## src/rtl/bvinv_pkg.sv

```systemverilog
// rtl/bvinv_pkg.sv - shared types and helpers for the shift-invertibility witness search
package bvinv_pkg;

  typedef enum logic [1:0] {ASHR = 2'd0, LSHR = 2'd1, SHL = 2'd2, RSVD = 2'd3} shop_e;

  typedef enum logic [2:0] {
    SGE = 3'd0, SGT = 3'd1, SLE = 3'd2, SLT = 3'd3,
    UGE = 3'd4, UGT = 3'd5, ULE = 3'd6, ULT = 3'd7
  } pred_e;

  typedef enum logic [1:0] {IDLE = 2'd0, SCAN = 2'd1, DONE = 2'd2} state_e;

  // Increment v, saturating at the all-ones value of a w-bit counter.
  function automatic logic [31:0] sat_inc(input logic [31:0] v, input int unsigned w);
    logic [31:0] max_v;
    max_v = (w >= 32) ? 32'hFFFF_FFFF : ((32'd1 << w) - 32'd1);
    return (v >= max_v) ? max_v : v + 32'd1;
  endfunction

endpackage

```

## src/rtl/bvshift_pred_eval.sv

```systemverilog
// rtl/bvshift_pred_eval.sv - combinational shift + predicate evaluation for one candidate amount
module bvshift_pred_eval
  import bvinv_pkg::*;
#(
  parameter int W     = 4,
  parameter int CNT_W = $clog2(W + 2)
) (
  input  logic [W-1:0]     s,
  input  logic [CNT_W-1:0] amt,
  input  logic [1:0]       op,
  input  logic [2:0]       pred,
  input  logic [W-1:0]     t,
  output logic             hit
);

  logic [W-1:0] r;
  logic         sat;

  always_comb begin
    sat = (amt >= CNT_W'(W));
    // Amounts of W or more collapse to the fully shifted-out value.
    case (shop_e'(op))
      LSHR:    r = sat ? '0 : (s >> amt);
      SHL:     r = sat ? '0 : (s << amt);
      default: r = sat ? {W{s[W-1]}} : W'($signed(s) >>> amt);
    endcase
  end

  always_comb begin
    hit = 1'b0;
    case (pred_e'(pred))
      SGE:     hit = $signed(r) >= $signed(t);
      SGT:     hit = $signed(r) >  $signed(t);
      SLE:     hit = $signed(r) <= $signed(t);
      SLT:     hit = $signed(r) <  $signed(t);
      UGE:     hit = r >= t;
      UGT:     hit = r >  t;
      ULE:     hit = r <= t;
      ULT:     hit = r <  t;
      default: hit = 1'b0;
    endcase
  end

endmodule

```

## src/rtl/bvshift_inv_search.sv

```systemverilog
// rtl/bvshift_inv_search.sv - sequential minimal-witness search over shift amounts 0..W
module bvshift_inv_search
  import bvinv_pkg::*;
#(
  parameter int  W      = 4,
  parameter int  STAT_W = 16,
  localparam int CNT_W  = $clog2(W + 2)
) (
  input  logic              clk,
  input  logic              rst,
  input  logic              flush,
  input  logic              req_valid,
  output logic              req_ready,
  input  logic [W-1:0]      req_s,
  input  logic [W-1:0]      req_t,
  input  logic [1:0]        req_op,
  input  logic [2:0]        req_pred,
  output logic              rsp_valid,
  input  logic              rsp_ready,
  output logic              rsp_found,
  output logic [W-1:0]      rsp_x,
  output logic [CNT_W-1:0]  rsp_iter,
  output logic [STAT_W-1:0] stat_hit,
  output logic [STAT_W-1:0] stat_miss
);

  state_e           state;
  logic [CNT_W-1:0] k;
  logic [W-1:0]     s_q;
  logic [W-1:0]     t_q;
  logic [1:0]       op_q;
  logic [2:0]       pred_q;
  logic             hit;

  bvshift_pred_eval #(.W(W), .CNT_W(CNT_W)) u_eval (
    .s    (s_q),
    .amt  (k),
    .op   (op_q),
    .pred (pred_q),
    .t    (t_q),
    .hit  (hit)
  );

  assign req_ready = (state == IDLE) && !rst;

  always_ff @(posedge clk or posedge rst) begin
    if (rst) begin
      state     <= IDLE;
      k         <= '0;
      s_q       <= '0;
      t_q       <= '0;
      op_q      <= '0;
      pred_q    <= '0;
      rsp_valid <= 1'b0;
      rsp_found <= 1'b0;
      rsp_x     <= '0;
      rsp_iter  <= '0;
      stat_hit  <= '0;
      stat_miss <= '0;
    end else if (flush) begin
      state     <= IDLE;
      rsp_valid <= 1'b0;
    end else begin
      case (state)
        IDLE: begin
          if (req_valid) begin
            s_q    <= req_s;
            t_q    <= req_t;
            op_q   <= req_op;
            pred_q <= req_pred;
            k      <= '0;
            state  <= SCAN;
          end
        end
        SCAN: begin
          if (hit) begin
            rsp_x     <= W'(k);
            rsp_found <= 1'b1;
            rsp_iter  <= k + CNT_W'(1);
            rsp_valid <= 1'b1;
            state     <= DONE;
          end else if (k == CNT_W'(W)) begin
            rsp_x     <= '0;
            rsp_found <= 1'b0;
            rsp_iter  <= CNT_W'(W + 1);
            rsp_valid <= 1'b1;
            state     <= DONE;
          end else begin
            k <= k + CNT_W'(1);
          end
        end
        DONE: begin
          if (rsp_ready) begin
            rsp_valid <= 1'b0;
            state     <= IDLE;
            if (rsp_found) stat_hit <= STAT_W'(sat_inc(32'(stat_hit), STAT_W));
            else           stat_miss <= STAT_W'(sat_inc(32'(stat_miss), STAT_W));
          end
        end
        default: state <= IDLE;
      endcase
    end
  end

endmodule
```

## config.mk

```make
export PLATFORM = sky130hd
export DESIGN_NAME = bvshift_inv_search
export DESIGN_NICKNAME = d
export VERILOG_FILES = /design/src/rtl/bvinv_pkg.sv /design/src/rtl/bvshift_pred_eval.sv /design/src/rtl/bvshift_inv_search.sv
export SDC_FILE = /design/constraint.sdc
export NUM_CORES = 1
export LEC_CHECK = 0
export BUFFER_PORTS_ARGS = -buffer_cell sky130_fd_sc_hd__buf_2
export CORE_MARGIN = 1
export CORE_UTILIZATION = 55
export DETAILED_ROUTE_END_ITERATION = 10
export GPL_ROUTABILITY_DRIVEN = 0
export PLACE_DENSITY = 0.85
export SYNTH_ARGS = -nofsm -noshare
export SYNTH_HDL_FRONTEND = slang
export SYNTH_SLANG_ARGS = --single-unit
```

## constraint.sdc

```tcl
create_clock -name clk -period 3.7 [get_ports clk]
set_input_delay 0.37 -clock clk [delete_from_list [all_inputs] [get_ports clk]]
set_output_delay 0.37 -clock clk [all_outputs]
set_load 0.05 [all_outputs]
```

* Word-level counts from Yosys, hierarchy flattened
Cells that the tools add are included. Widths: inputs -> output; s select.
Cells by class: $add $sub $neg 3, multipliers 0, divide/modulo/power cells 0, magnitude comparators 11, equality and inequality tests 18, shift-type cells 3, mux-type cells 28, bitwise operators 2, reduce and logical (&&, ||, !) cells 14
Operators with widths (count):
- $add 16x1->16 const B | 2
- $ge 16x16->1 const B | 2
- $mux 16 | 2
- $mux 4 | 5
- $eq 3x3->1 const B | 5
- $mux 3 | 5
- $reduce_and 3->1 | 4
- $mux 2 | 5
- $ge 4x4->1 | 2
- $gt 4x4->1 | 2
- $le 4x4->1 | 2
- $lt 4x4->1 | 2
- $pmux 1 s8 | 1
- $pmux 4 s2 | 1
- $reduce_and 4->1 | 2
- $eq 3x2->1 const B | 2
- $mux 1 | 6
- $ne 2x2->1 const B | 3
- $ne 3x3->1 const B | 2
- $pmux 2 s3 | 1
- $pmux 3 s2 | 1
- $reduce_and 5->1 | 1
- $eq 2x1->1 const B | 2
- $eq 2x2->1 const B | 2
- other kinds (15) | 17
Storage, ports and cells: register bits 59, bits in latches 0, bits in writable memories 0, memory bits (read-only) 0, bits of input ports 18, output and inout bits 42, logic and storage cells 91, memories 0

* Logic depth before layout (Yosys ltp)
word-level depth 8, depth in mapped cells 13, depth with buffers taken out 13

* Modules after synthesis
Synthesis repeated with hierarchy kept, for this count alone.
Unflattened totals: cells, all modules 326, area, all modules 3205.6 um^2
By module, submodules not included:
- bvshift_inv_search | instances 1, cells each 265, area an instance 2793.9 um^2, sequential area each 1451.4 um^2
- bvshift_pred_eval | instances 1, cells each 61, area an instance 411.6 um^2, sequential area each 0.0 um^2

* Least setup slack after synthesis
Ideal clock, no wire load.
path type register -> register, start reg k[1], end reg rsp_iter[1], setup time 0.121 ns, arrival 2.768 ns, data required time 3.579 ns, path slack 0.811 ns, stages on the path, launching flop included 13, path buffers 1, clock period less this slack 2.889 ns, cell sequence dfrtp_1 -> clkbuf_1 -> nor2_1 -> a21boi_0 -> o32ai_1 -> o211ai_1 -> ha_1 -> and4_1 -> a21oi_1 -> and3_2 -> o31ai_1 -> o21ai_0 -> a22o_1
On the way: longest elaborated chain between the ends 7, elaborated cells between the ends (all ways) 22, those cells by class add/sub: 1; order compare: 9; eq/ne: 1; shift: 3; mux: 6; reduce/logical: 2
RTL lines:
- from (decl) | line bvshift_inv_search.sv:28 | logic [CNT_W-1:0] k;
- from (signal assigned) | line bvshift_inv_search.sv:89 | k <= k + CNT_W'(1);
- $ge 3x3->1, or another cell as far along | line bvshift_pred_eval.sv:20 | sat = (amt >= CNT_W'(W));
- $mux 4 (on tied branches) | line bvshift_pred_eval.sv:25, bvshift_pred_eval.sv:23, bvshift_pred_eval.sv:24
- $pmux 4 s2 | line bvshift_pred_eval.sv:22 | case (shop_e'(op))
- $lt 4x4->1, or another cell as far along | line bvshift_pred_eval.sv:39 | ULT: hit = r < t;
- $pmux 1 s8 | line bvshift_pred_eval.sv:31 | case (pred_e'(pred))
- $reduce_bool 2->1 (no line)
- $reduce_and 3->1 (no line)
- to (signal assigned) | line bvshift_inv_search.sv:79 | rsp_iter <= k + CNT_W'(1);
- to (signal assigned) | line bvshift_inv_search.sv:85 | rsp_iter <= CNT_W'(W + 1);
- to (decl) | line bvshift_inv_search.sv:22 | output logic [CNT_W-1:0] rsp_iter,
Several ways; a longest one is shown, not always the timed one. A chain may end at the register's enable or synchronous reset.

* Final worst setup path
start reg k[1], end reg state[0]
On the way: longest elaborated chain between the ends 8, elaborated cells between the ends (all ways) 23, those cells by class order compare: 9; eq/ne: 2; shift: 3; mux: 8; reduce/logical: 1
RTL lines:
- $ge 3x3->1, or another cell as far along | line bvshift_pred_eval.sv:20
- $mux 4 (on tied branches) | line bvshift_pred_eval.sv:25, bvshift_pred_eval.sv:23, bvshift_pred_eval.sv:24
- $pmux 4 s2 | line bvshift_pred_eval.sv:22
- $lt 4x4->1, or another cell as far along | line bvshift_pred_eval.sv:39
- $pmux 1 s8 | line bvshift_pred_eval.sv:31
- $mux 2 | line bvshift_inv_search.sv:76 | if (hit) begin
- $pmux 2 s3 | line bvshift_inv_search.sv:64 | case (state)
- $mux 2 | line bvshift_inv_search.sv:60 | end else if (flush) begin
- to (signal assigned) | line bvshift_inv_search.sv:61 | state <= IDLE;
- to (signal assigned) | line bvshift_inv_search.sv:72 | state <= SCAN;
- to (signal assigned) | line bvshift_inv_search.sv:81 | state <= DONE;
- to (decl) | line bvshift_inv_search.sv:27 | state_e state;
Several ways; a longest one is shown, not always the timed one.

==> summary.md <==
| Metric | Value |
|---|---|
| Initial DRC count | ~170 |
| Clk sinks | between 50 and 60 |
| Fillers | about 430 |
| Post-synth cell types | 55 |
| CTS H-tree lvls | 3 |
| CP arrival | 3.49 ns |
| RSZ-0062 raised after global routing | no |
| PortBufs | 58 |
| Leak pwr | 1.93 nW |
| Synthesized flop and latch total | 58 |
| Total CTS buffers | 9 |
| Synth Net Count | 356 |
| R2r worst-path depth | 12 |
| Seq/Total Area, Yosys | 0.460 |
| # rows | 27 |
| DRC errors left | 0 |
| FF-to-FF setup slack | 0.41 ns |
| Antenna cells | 0 |
| RR Endpoint | state[0]$_DFFE_PP0P_ |
| Slew HR | 0.336 |
| Syn-to-layout area delta | 18.6% |
| Fmax achieved | 304 MHz |
| CP Capture Type | flip-flop |
| Sw Share | 0.419 |
| Tcrit/Tclk final | 0.888 |
| HP Class | primary input to flip-flop |
| Share of cells above drive strength 1 | 0.241 |
| Worst Setup Start Kind | flip-flop |
| Initial core utilization | 0.573 |
| Fin. Hold Viols | 0 |
| DPL Wire Length | 4690 um |
| Initial antenna violation count | 0 |
| Final min period | 3.29 ns |
| EDFF count, synth | 0 |
| DR pass1 iterations | 4 |
| Final setup TNS | 0 ns |
| Max-slew violation count | 0 |
| Post-Synth Simple-Gate Area | 0.231 |
| Psw | 1.21 mW |
| Yosys warns | 0 |
| Worst-Skew Late Latency | 0.34 ns |
| Sink of the worst hold path | t_q[3]$_DFFE_PP0P_ |
| Hold_sp | req_t[3] |
| Post-synthesis mux area share | 0.0476 |
| WL final | approximately 6700 um |
| Core occupancy in the finished layout | 0.679 |
| Clk buf depth | 2 |
| WL per Instance | 14.3 um |
| Peak supply drop | 0.000490 V |
| Drt via density | 5.64 |
| Min Hold Slack | 0.236 ns |
| Pint | 1.68 mW |
| Total Nets Final | 417 |
| Largest net degree at the start of global routing | 50 |
| CP Max Fanout | 11 |
| Kind of critical path | flip-flop to flip-flop |
| First-pass GRT wire length | 11800 um |
| Compound-Gate Fraction of Synth Area | 0.121 |
| Gate Count Post-Synth | 328 |
| CTS tree | done |
| Pin slew with the least headroom to its limit | 0.994 ns |
| Total GRT Usage | 0.251 |
| Reg power frac | 0.322 |
| Die ar. | 0.00604 mm^2 |
| Total gr overflow | 0 |
| MaxCap Viol Count | 0 |
| Clock Skew | between 0.006 and 0.007 ns |
| Post-Synth Adder-Cell Area | 0.0397 |
| Vias | 2628 |
| Clk pwr share | 0.232 |
| Worst Path Required | 3.91 ns |
| Worst r2r src | k[1]$_DFFE_PP0P_ |
| Synth Flop Type | dfrtp_1 |
| FFs w/ async S/R, synth | 1.00 |
| Setup violators final | 0 |
| Post-synthesis xor/xnor area fraction | 0.0638 |
| Mapped cell area | 0.00316 mm^2 |
| WHS Path Cells | 3 |
| Cell Pwr Density | 772 mW/mm^2 |
| Clk slew on worst S/H paths | 0.07 ns |
| Syn_area_per_cell | a little under 10 um^2 |
| Die outline height | 77.7 um |
| Routed Antenna Nets | 0 |
| # IOs | 60 |
| Combinational Power Share | 0.446 |
| Chip width | between 70 and 80 um |
| Hold-fix buffers, CTS | 0 |
| CTS root buf | clkbuf_8 |
| Status | finished, final reports clean |
| Number of global-route vias before repair | 2575 |
| Largest family of logic cells by synthesized area | simple AND/OR/NAND/NOR gates |
| Core area | 0.00551 mm^2 |
[per-stage QoR]
stage,setup WS (ns),instances,power [mW],cell area [um^2]
after global placement,0.519,450,2.13,3510
after CTS,0.296,466,2.89,3740
after global routing,0.145,466,3.08,3740
after floorplan,0.811,328,1.91,3160
final,0.414,466,2.89,3740
after detailed placement,0.372,450,2.19,3510
[cells in the final DEF (no fill, tap or decap), types with 3 or more instances in the layout]
cell type	n
mux2_2	8
a21o_1	3
mux2i_1	6
nand2_1	54
nor3_1	4
a21oi_1	10
a22o_1	3
nor2b_1	5
and2_1	4
o21ai_0	13
and3_1	6
dfrtp_1	58
xor2_1	15
nand2b_1	3
clkbuf_8	11
o211ai_1	4
xnor2_1	8
o31ai_1	3
nand3b_1	3
nand4_1	6
ha_1	10
nand3_1	22
buf_2	58
nor2_1	15
inv_1	17
[flip-flops by register name, indices dropped and copies added, names as in the netlist]
signal	flops
stat_hit	16
stat_miss	16
s_q	4
t_q	4
k	3
pred_q	3
rsp_iter	3
rsp_x	3
op_q	2
state	2
rsp_found	1
rsp_valid	1
[layer usage]
layer	global-route usage	share of wire	up-vias
met5	0	0	-
met2	0.399	0.46	89
met1	0.318	0.45	1248
met3	0.0635	0.059	20
li1	-	-	1271
met4	0.121	0.024	0
[synth_stat cells (4+ instances only)]
cell type | n | area share
a21oi_1 | 10 | 0.016
and2_1 | 4 | 0.0079
and3_1 | 6 | 0.012
clkbuf_1 | 5 | 0.0059
dfrtp_1 | 58 | 0.46
ha_1 | 10 | 0.040
inv_1 | 18 | 0.021
mux2_2 | 8 | 0.029
mux2i_1 | 6 | 0.019
nand2_1 | 54 | 0.064
nand3_1 | 22 | 0.035
nand4_1 | 6 | 0.012
nor2_1 | 15 | 0.018
nor2b_1 | 5 | 0.0099
nor3_1 | 4 | 0.0063
o211ai_1 | 4 | 0.0095
o21ai_0 | 14 | 0.022
xnor2_1 | 8 | 0.022
xor2_1 | 15 | 0.042
[cell families (layout without fill, tap and decap cells)]
family	Yosys count	count (layout)
AND/OR/NAND/NOR	137	137
flip-flops	58	58
AO/OA/AOI/OAI	57	57
buffers and inverters	28	94
XOR/XNOR	23	23
multiplexers	14	14
adder cells (fa/ha/maj)	10	10
other	1	1
[worst max-delay path by stage]
stage | start | end | slack, ns
2_1_floorplan | k[1]$_DFFE_PP0P_ | rsp_iter[1]$_DFFE_PP0P_ | 0.81
3_3_place_gp | op_q[0]$_DFFE_PP0P_ | state[1]$_DFFE_PP0P_ | 0.52
3_5_place_dp | op_q[0]$_DFFE_PP0P_ | state[1]$_DFFE_PP0P_ | 0.37
4_1_cts | k[1]$_DFFE_PP0P_ | state[1]$_DFFE_PP0P_ | 0.30
5_1_grt | k[0]$_DFFE_PP0P_ | state[0]$_DFFE_PP0P_ | 0.15
6_report | k[1]$_DFFE_PP0P_ | state[0]$_DFFE_PP0P_ | 0.41
[cell type report]
| type | count | area [um^2] | area share |
|---|---|---|---|
| clock inverters | 4 | 73.8 | 0.0197 |
| inverters | 18 | 67.6 | 0.0181 |
| well taps | 72 | 90.1 | 0.0241 |
| multi-input cells | 242 | 1600 | 0.427 |
| clock buffers | 12 | 155 | 0.0415 |
| repair buffers | 60 | 305 | 0.0816 |
| flip-flops and latches | 58 | 1450 | 0.388 |
[critical path: stages, from the launching register on]
cell and delay [ns]:
dfrtp_1 0.50, nor2_1 0.33, o21ai_0 0.17, nor2_1 0.15, o21ai_0 0.11, o21ai_0 0.13, ha_1 0.32, nand2b_1 0.11
a21oi_1 0.08, a221oi_1 0.38, o31a_2 0.32, nand2_1 0.11, a2111oi_0 0.42
[what timing repair did]
item	4_1_cts	5_1_grt
endpoints found under the hold margin	0	0
setup endpoints to repair	0	2
setup buffers	0	0
resized for setup	0	1
[power by group through the flow]
stage | sequential [mW] | combinational [mW] | clock (mW)
floorplan | 1.02 | 0.881 | 0
global placement | 0.926 | 1.20 | 0
detailed placement | 0.931 | 1.26 | 0
CTS | 0.925 | 1.28 | 0.683
global route | 0.952 | 1.43 | 0.706
finish | 0.929 | 1.29 | 0.669
No activity file was read; power rests on OpenSTA's default activity.
